===== config.mk =====
export PLATFORM = sky130hd
export DESIGN_NAME = fetch_queue_stage
export DESIGN_NICKNAME = d
export VERILOG_FILES = /design/src/rtl/fetch_queue_stage.sv
export SDC_FILE = /design/constraint.sdc
export NUM_CORES = 1
export LEC_CHECK = 0
export BUFFER_PORTS_ARGS = -buffer_cell sky130_fd_sc_hd__buf_2
export CAP_MARGIN = 25
export CORE_ASPECT_RATIO = 1.2
export CORE_MARGIN = 3
export CORE_UTILIZATION = 50
export DETAILED_ROUTE_END_ITERATION = 8
export HOLD_SLACK_MARGIN = 0.15
export MAX_ROUTING_LAYER = met4
export PLACE_DENSITY = 0.82
export SETUP_SLACK_MARGIN = 0.3
export SYNTH_ARGS = -nofsm -noshare
export SYNTH_HDL_FRONTEND = slang
export SYNTH_SLANG_ARGS = --single-unit

===== constraint.sdc =====
create_clock -name clk -period 3.11 [get_ports clk]
set_input_delay 0.622 -clock clk [delete_from_list [all_inputs] [get_ports clk]]
set_output_delay 0.622 -clock clk [all_outputs]
set_load 0.02 [all_outputs]

===== src/rtl/fetch_queue_stage.sv =====
// ============================================================================
//  Module   : fetch_queue_stage
//  Purpose  : Decoupled instruction fetch. PC generation issues valid/ready
//             requests to a variable-latency instruction memory. In-order
//             responses fill a QDEPTH-entry prefetch queue that feeds the
//             IF/ID register. Execute-stage redirects discard wrong-path
//             fetches, both queued and still in flight.
//  Option   : define FETCH_PERF_CNT_EN to add the perf_fetch_cnt and
//             perf_bubble_cnt saturating counter outputs.
//  Revision : 1.0 - initial release
// ============================================================================
`default_nettype none

module fetch_queue_stage #(
  parameter int              XLEN     = 32,
  parameter int              QDEPTH   = 4,
  parameter logic [XLEN-1:0] RESET_PC = '0
) (
  input  logic            clk,
  input  logic            rst,
  input  logic            PCSrcE,
  input  logic [XLEN-1:0] PCTargetE,
  input  logic            StallD,
  input  logic            FlushD,
  output logic            imem_req_valid,
  input  logic            imem_req_ready,
  output logic [XLEN-1:0] imem_req_addr,
  input  logic            imem_rsp_valid,
  input  logic [XLEN-1:0] imem_rsp_data,
  output logic [XLEN-1:0] InstrD,
  output logic [XLEN-1:0] PCD,
  output logic [XLEN-1:0] PCPlus4D,
  output logic            ValidD
`ifdef FETCH_PERF_CNT_EN
  ,
  output logic [31:0]     perf_fetch_cnt,
  output logic [31:0]     perf_bubble_cnt
`endif
);

  localparam int              PTR_W   = $clog2(QDEPTH);
  localparam int              CNT_W   = PTR_W + 1;
  // Back-to-back redirects can leave more than QDEPTH wrong-path responses
  // owed by the memory, so the discard counter is deliberately wide.
  localparam int              DROP_W  = 16;
  localparam logic [XLEN-1:0] PC_STEP = XLEN'(4);

  logic [XLEN-1:0]   fpc_q, fpc_d;
  logic [XLEN-1:0]   rpc_q, rpc_d;
  logic [PTR_W-1:0]  head_q, head_d;
  logic [PTR_W-1:0]  tail_q, tail_d;
  logic [CNT_W-1:0]  count_q, count_d;
  logic [CNT_W-1:0]  inflight_q, inflight_d;
  logic [DROP_W-1:0] drop_q, drop_d;

  logic [XLEN-1:0]   qpc_q   [QDEPTH];
  logic [XLEN-1:0]   qdata_q [QDEPTH];

  logic [XLEN-1:0]   instr_q, pc_q, pcplus4_q;
  logic              valid_q;

  logic              w_credit_ok;
  logic              w_req_valid;
  logic              w_accept;
  logic              w_rsp_good;
  logic              w_rsp_drop;
  logic              w_enq;
  logic              w_deq;
  logic              w_load_bubble;

  // Request credit counts both queued entries and correct-path requests in flight.
  assign w_credit_ok   = ({1'b0, count_q} + {1'b0, inflight_q}) < (CNT_W + 1)'(QDEPTH);
  assign w_req_valid   = !PCSrcE && w_credit_ok;
  assign w_accept      = w_req_valid && imem_req_ready;
  assign w_rsp_drop    = imem_rsp_valid && (drop_q != '0);
  assign w_rsp_good    = imem_rsp_valid && (drop_q == '0);
  assign w_enq         = w_rsp_good && !PCSrcE;
  assign w_deq         = !FlushD && !StallD && (count_q != '0);
  assign w_load_bubble = !FlushD && !StallD && (count_q == '0);

  assign imem_req_valid = w_req_valid;
  assign imem_req_addr  = fpc_q;
  assign InstrD         = instr_q;
  assign PCD            = pc_q;
  assign PCPlus4D       = pcplus4_q;
  assign ValidD         = valid_q;

  // Next-state for fetch/response PCs, queue pointers and outstanding-request bookkeeping.
  always_comb begin
    fpc_d      = fpc_q;
    rpc_d      = rpc_q;
    head_d     = head_q;
    tail_d     = tail_q;
    count_d    = count_q;
    inflight_d = inflight_q;
    drop_d     = drop_q;
    if (PCSrcE) begin
      // Everything still owed by memory becomes wrong-path; a response
      // arriving this cycle is one of those and is consumed here.
      fpc_d      = PCTargetE;
      rpc_d      = PCTargetE;
      head_d     = '0;
      tail_d     = '0;
      count_d    = '0;
      inflight_d = '0;
      drop_d     = drop_q + DROP_W'(inflight_q) - DROP_W'(imem_rsp_valid);
    end else begin
      if (w_accept) fpc_d = fpc_q + PC_STEP;
      if (w_enq) begin
        rpc_d  = rpc_q + PC_STEP;
        tail_d = tail_q + PTR_W'(1);
      end
      if (w_deq) head_d = head_q + PTR_W'(1);
      count_d    = count_q + CNT_W'(w_enq) - CNT_W'(w_deq);
      inflight_d = inflight_q + CNT_W'(w_accept) - CNT_W'(w_rsp_good);
      drop_d     = drop_q - DROP_W'(w_rsp_drop);
    end
  end

  // Control state registers.
  always_ff @(posedge clk) begin
    if (!rst) begin
      fpc_q      <= RESET_PC;
      rpc_q      <= RESET_PC;
      head_q     <= '0;
      tail_q     <= '0;
      count_q    <= '0;
      inflight_q <= '0;
      drop_q     <= '0;
    end else begin
      fpc_q      <= fpc_d;
      rpc_q      <= rpc_d;
      head_q     <= head_d;
      tail_q     <= tail_d;
      count_q    <= count_d;
      inflight_q <= inflight_d;
      drop_q     <= drop_d;
    end
  end

  // Queue storage; contents are only meaningful below count_q, so no reset.
  always_ff @(posedge clk) begin
    if (w_enq) begin
      qpc_q[tail_q]   <= rpc_q;
      qdata_q[tail_q] <= imem_rsp_data;
    end
  end

  // IF/ID register: reset, then flush, then stall, then pop head or bubble.
  always_ff @(posedge clk) begin
    if (!rst || FlushD) begin
      instr_q   <= '0;
      pc_q      <= '0;
      pcplus4_q <= '0;
      valid_q   <= 1'b0;
    end else if (!StallD) begin
      if (count_q != '0) begin
        instr_q   <= qdata_q[head_q];
        pc_q      <= qpc_q[head_q];
        pcplus4_q <= qpc_q[head_q] + PC_STEP;
        valid_q   <= 1'b1;
      end else begin
        instr_q   <= '0;
        pc_q      <= '0;
        pcplus4_q <= '0;
        valid_q   <= 1'b0;
      end
    end
  end

`ifdef FETCH_PERF_CNT_EN
  logic [31:0] perf_fetch_q;
  logic [31:0] perf_bubble_q;

  assign perf_fetch_cnt  = perf_fetch_q;
  assign perf_bubble_cnt = perf_bubble_q;

  // Saturating counts of enqueued fetches and empty-queue bubbles loaded into IF/ID.
  always_ff @(posedge clk) begin
    if (!rst) begin
      perf_fetch_q  <= '0;
      perf_bubble_q <= '0;
    end else begin
      if (w_enq && (perf_fetch_q != '1)) perf_fetch_q <= perf_fetch_q + 32'd1;
      if (w_load_bubble && (perf_bubble_q != '1)) perf_bubble_q <= perf_bubble_q + 32'd1;
    end
  end
`else
  // Without the counters the bubble indication has no consumer.
  logic w_unused;
  assign w_unused = w_load_bubble;
`endif

endmodule

`default_nettype wire


After elaboration in Yosys (flattened, before gate mapping)

Memory sizes are Yosys's and may differ from the RTL's. A register that Yosys moved wholly into a read port is not among the register bits.
Cells that the tools add are included.

Bitwise gates (word level): 1
Muxes and demuxes: 15
Reductions and logical operators: 18
Add/sub/neg operators: 13
Order comparisons: 1

Operator list:

| cell                                                                 | count |
|---|---|
| 32-bit two-way mux                                                   | 7 |
| 32-bit by 3-bit adder with 32-bit output, second input constant      | 3 |
| 16-bit by 1-bit subtractor with 16-bit output                        | 2 |
| 16-bit by 3-bit adder with 16-bit output                             | 1 |
| 16-bit zero test                                                     | 1 |
| 16-bit two-way mux                                                   | 1 |
| 16-bit nonzero test                                                  | 1 |
| 2-bit two-way mux                                                    | 4 |
| 1-bit logical AND                                                    | 7 |
| 3-bit by 1-bit adder with 3-bit output                               | 2 |
| 3-bit by 1-bit subtractor with 3-bit output                          | 2 |
| 2-bit by 1-bit adder with 2-bit output, second input constant        | 2 |
| 3-bit by 3-bit adder with 4-bit output                               | 1 |
| 1-bit zero test                                                      | 4 |
| 4-bit by 3-bit < comparator with 1-bit output, second input constant | 1 |
| 2-bit nonzero test                                                   | 2 |
| 1-bit two-way mux                                                    | 3 |
| 3-bit nonzero test                                                   | 1 |
| 2-bit OR reduction                                                   | 1 |
| 1-bit logical OR                                                     | 1 |
| 1-bit NOT                                                            | 1 |

Input bits: 71
Memories kept: 2
Word-level logic and storage cells: 61
Output and inout port bits: 130
Bits in writable memories: 256
Register bits after elaboration: 187

Memory list:

| name    | words | bits a word | rd ports | clocked after memory_dff | write ports | RTL line | source |
|---|---|---|---|---|---|---|---|
| qdata_q | 4     | 32          | 1        | 1                        | 1           | 57       | `logic [XLEN-1:0] qdata_q [QDEPTH];` |
| qpc_q   | 4     | 32          | 1        | 1                        | 1           | 56       | `logic [XLEN-1:0] qpc_q [QDEPTH];` |

Logic depth before layout (Yosys ltp)

Word-level depth: 6
Gate-level depth with buffers: 13
Gate-level depth less buffers: 13

Worst setup path before layout

No wires, ideal clock.

Path kind: input-to-reg
From: in PCSrcE
To: mem qdata_q[0][0] (enable)
Stages on the path: 5
Slack: -0.206 ns
Arrival: 2.887 ns
Required time: 2.681 ns
Library setup time: 0.429 ns
Path buffers: 2
Cells stage by stage: buf_2 -> inv_1 -> clkbuf_1 -> and3_1 -> and2_1

Cells in the longest elaborated chain, start to end: 4

RTL lines:

| what                                    | RTL line | source |
|---|---|---|
| start, declared                         | 21       | `input logic PCSrcE,` |
| 1-bit zero test                         | 77       | `assign w_enq = w_rsp_good && !PCSrcE;` |
| 1-bit logical AND                       | 77       |  |
| 1-bit two-way mux                       | 143      | `if (w_enq) begin` |
| 1-bit two-way mux (implied by the code) | 145      | `qdata_q[tail_q] <= imem_rsp_data;` |
| end, declared                           | 57       |  |

No other way between the ends.

Final worst setup path

From: reg drop_q[1]
To: reg drop_q[13]

Cells in the longest elaborated chain, start to end: 4
Elaborated cells on any way between the ends: 6
Classes of those cells: 3 x add/sub; 1 x mux; 2 x reduce/logical

RTL lines:

| what                                                                             | RTL line | source |
|---|---|---|
| start, declared                                                                  | 54       | `logic [DROP_W-1:0] drop_q, drop_d;` |
| start signal, assigned                                                           | 137      | `drop_q <= drop_d;` |
| branches (longest 3 deep; another with 16-bit by 3-bit adder with 16-bit output) | --       |  |
| 16-bit two-way mux (*)                                                           | 97       | `if (PCSrcE) begin` |

Mark *: on every way between the ends.
A chain may end at the register's enable or synchronous reset.

==> impl_metrics.toml <==
[run_status]
outcome = "completed"

[timing]
fin_skew_ns = 0.0168
max_slew_margin_pct = 43.2
maxSlewViolCount = 0
finalSetupViolations = 0
post-route-period-util_pct = 88.5
rsz0062_at_grt = "true"
tns_ns = 0
worstMarginPinSlew_ns = 0.851
finalHoldViolCount = 0
fin_crit_ns = 2.75
fmaxAchievable_mhz = 363

[place]
io_buffers = 200
place_area_mm2 = 0.0205
dpl.cell_count = 2118
place_congestion = 0.881
hpwl_um = 30300

[worst_setup_path]
path_delay_family = "compound AO/OA/AOI/OAI gates"
path_cells = "inv_1 -> ha_1 -> inv_1 -> ha_1 -> a211o_1 -> a21oi_1 -> a21oi_2 -> o21ai_0 -> nand3_1 -> a31oi_1"
worst-setup-path-type = "reg2reg"
cp-start-kind = "flip-flop"
cp.arrival_ns = 3.22
max_stage_delay_ns = 0.38
critPathCaptureType = "flip-flop"
path_max_fanout = 5
worstPathRequired_ns = 3.57
crit_slowest_cell = "dfxtp_1"
crit_buf_inv = 2

[clock_tree]
clk_pin_slew_ns = 0.06
cts_tree = "done"
cts.sinks = 443
clk_path_buf_depth = 3
cts_root_buf = "clkbuf_16"
cts_hold_buf = 0
insertion_delay_ns = 0.56
cts_made_buffers = 44
cts.htree.levels = 2

[logic_synthesis]
yosysUniqueCellTypes = 82
async_flop_share_pct = 0
yosysWarnings = 0
synth_area_mm2 = 0.0190
syn_inst = 1484
yosys-top-cells-count = "256 x edfxtp_1, 187 x dfxtp_1, 130 x nor2_1"
synth.net_count = 1609
synth_edf_count = 256
yosys.area.top_type = "edfxtp_1"
synth.ff_latch_count = 443
ys.flop_type = "edfxtp_1"
syn_avg_cell_area_um2 = 12.8
seq_area_frac_synth_pct = 60.2
synth.top_cell.area_share_pct = 40.5
synthMostInstantiatedCell = "edfxtp_1"
synth_area_leaders = "edfxtp_1 40%, dfxtp_1 20%, mux4_2 4.9%"

[die]
die-width_um = 184
initial_core_util_pct = 51.0
die_h_um = 219
core_area_mm2 = 0.0372
die_area_mm2 = 0.0403
std_cell_rows = 77
pin_count = 201

[pwr]
peakVddDrop_mv = 0.458
power-per-cell-area_mw_per_mm2 = 657
p_leak_uw = 0.00812

[cells_and_area]
drive_above_1_share_pct = 24.9
instances_no_fill = 2212
fill_cells = 2804
stdcell_area_mm2 = 0.0223
finalNetCount = 1825
layout-area-overhead-vs-synth_pct = 17.4

[global_route]
antenna_found_initial = 2
grt_pass1_vias = 13100
grt_max_degree = 86
overflow = 0
grt_pass1_wl_um = 69800
grt.total_usage_pct = 22.3

[detailed_routing]
post_drt_wl_per_cell_um = 20.3
drt_iter0_markers = 908
firstDrtPassIters = 5
drt.antenna.violating_nets = 0
vias = 13000
drc_errors = 0
via_per_inst = 5.88
finalWirelength_um = 44800

[run]
cap_violations = 0

[worst_hold_path]
min_path_type = "in2reg"
-- what timing repair did --
action	4_1_cts	5_1_grt
resized for setup	15	26
cloned	0	0
pin swaps	8	6
endpoints found under the setup margin	5	21
setup buffers	10	0
-- per-layer routing --
metal / wire, µm / vias up / track usage, %
li1: - / 6034 / -
met1: 18600 / 6382 / 28.2
met2: 21600 / 493 / 36.5
met3: 3190 / 100 / 4.08
met4: 1440 / 0 / 7.54
met5: 0 / - / -
-- state kept, by name, summed over array words and instances, names as in the netlist, named ones only --
signal and flops:
InstrD 32, PCD 32, PCPlus4D 30, ValidD 1, count_q 3, drop_q 16
head_q 2, imem_req_addr 32, inflight_q 3, qdata_q 128, qpc_q 128, rpc_q 32
tail_q 2
-- cell type report --
class / count / area [µm²] / share of cell area (%)
clock buffers: 61 / 1260 / 5.64
clock inverters: 21 / 273 / 1.22
well taps: 474 / 593 / 2.66
multi-input cells: 905 / 7100 / 31.8
flip-flops and latches: 443 / 11400 / 51.4
diodes: 2 / 5.00 / 0.0225
repair buffers: 247 / 1390 / 6.24
inverters: 59 / 226 / 1.02
-- report_power, final --
| group | leakage, µW | internal [µW] | switching, µW |
|---|---|---|---|
| combinational | 0.00352 | 1160 | 1460 |
| clock | 0.000743 | 3270 | 2230 |
| sequential | 0.00385 | 6350 | 165 |
-- through the flow --
step / power (µW) / hold slack [ns] / worst slack, ns / utilization, %
finish: 14600 / 0.280 / 0.358 / 59.9
global route: 15300 / 0.266 / 0.240 / 59.9
CTS: 14600 / 0.257 / 0.300 / 59.7
detailed placement: 8920 / 0.440 / 0.0510 / 55.2
global placement: 8860 / 0.432 / 0.0665 / 55.2
floorplan: 8320 / 0.460 / 0.300 / -
-- cell usage in the layout (no fill, tap or decap), types with 5 or more instances in the layout --
cell type,instances
edfxtp_1,256
buf_2,200
dfxtp_1,176
nor2_1,128
nand2_1,89
a22oi_1,71
o21ai_0,67
a21oi_1,60
inv_1,46
xnor2_1,46
clkbuf_16,45
ha_1,44
buf_4,44
mux4_2,41
nand3_1,38
xor2_1,36
nand4_1,29
mux4_1,23
and3_1,22
nor3_1,20
a211oi_1,15
a31oi_1,15
and4_1,11
nor4_1,11
inv_2,10
dfxtp_2,10
clkbuf_1,9
and2_1,7
nand2b_1,7
clkbuf_8,7
mux2_2,6
o21ai_1,6
clkinv_2,6
or3_1,5
or4_1,5
bufinv_16,5
-- path summary, 6_finish.rpt --
path | startpoint | endpoint | slack (ns) | cells past startpoint
max reg2reg | drop_q[1] | drop_q[13] | 0.36 | 10
max | drop_q[1] | drop_q[13] | 0.36 | 10
min reg2reg | PCPlus4D[30] | PCPlus4D[30] | 0.45 | 2
min | imem_rsp_data[13] | qdata_q[3][13] | 0.28 | 1
-- cells by family after synthesis --
logic type      count (synthesis)  share of synthesized area, %
fa+ha+maj                      54                          3.68
buf+inv                       136                          3.20
compound gates                282                          9.45
flops                         443                          60.2
simple gates                  414                          11.1
xor+xnor                       82                          3.78
mux                            73                          8.56
Note: power is estimated with default switching activity, not from simulation.
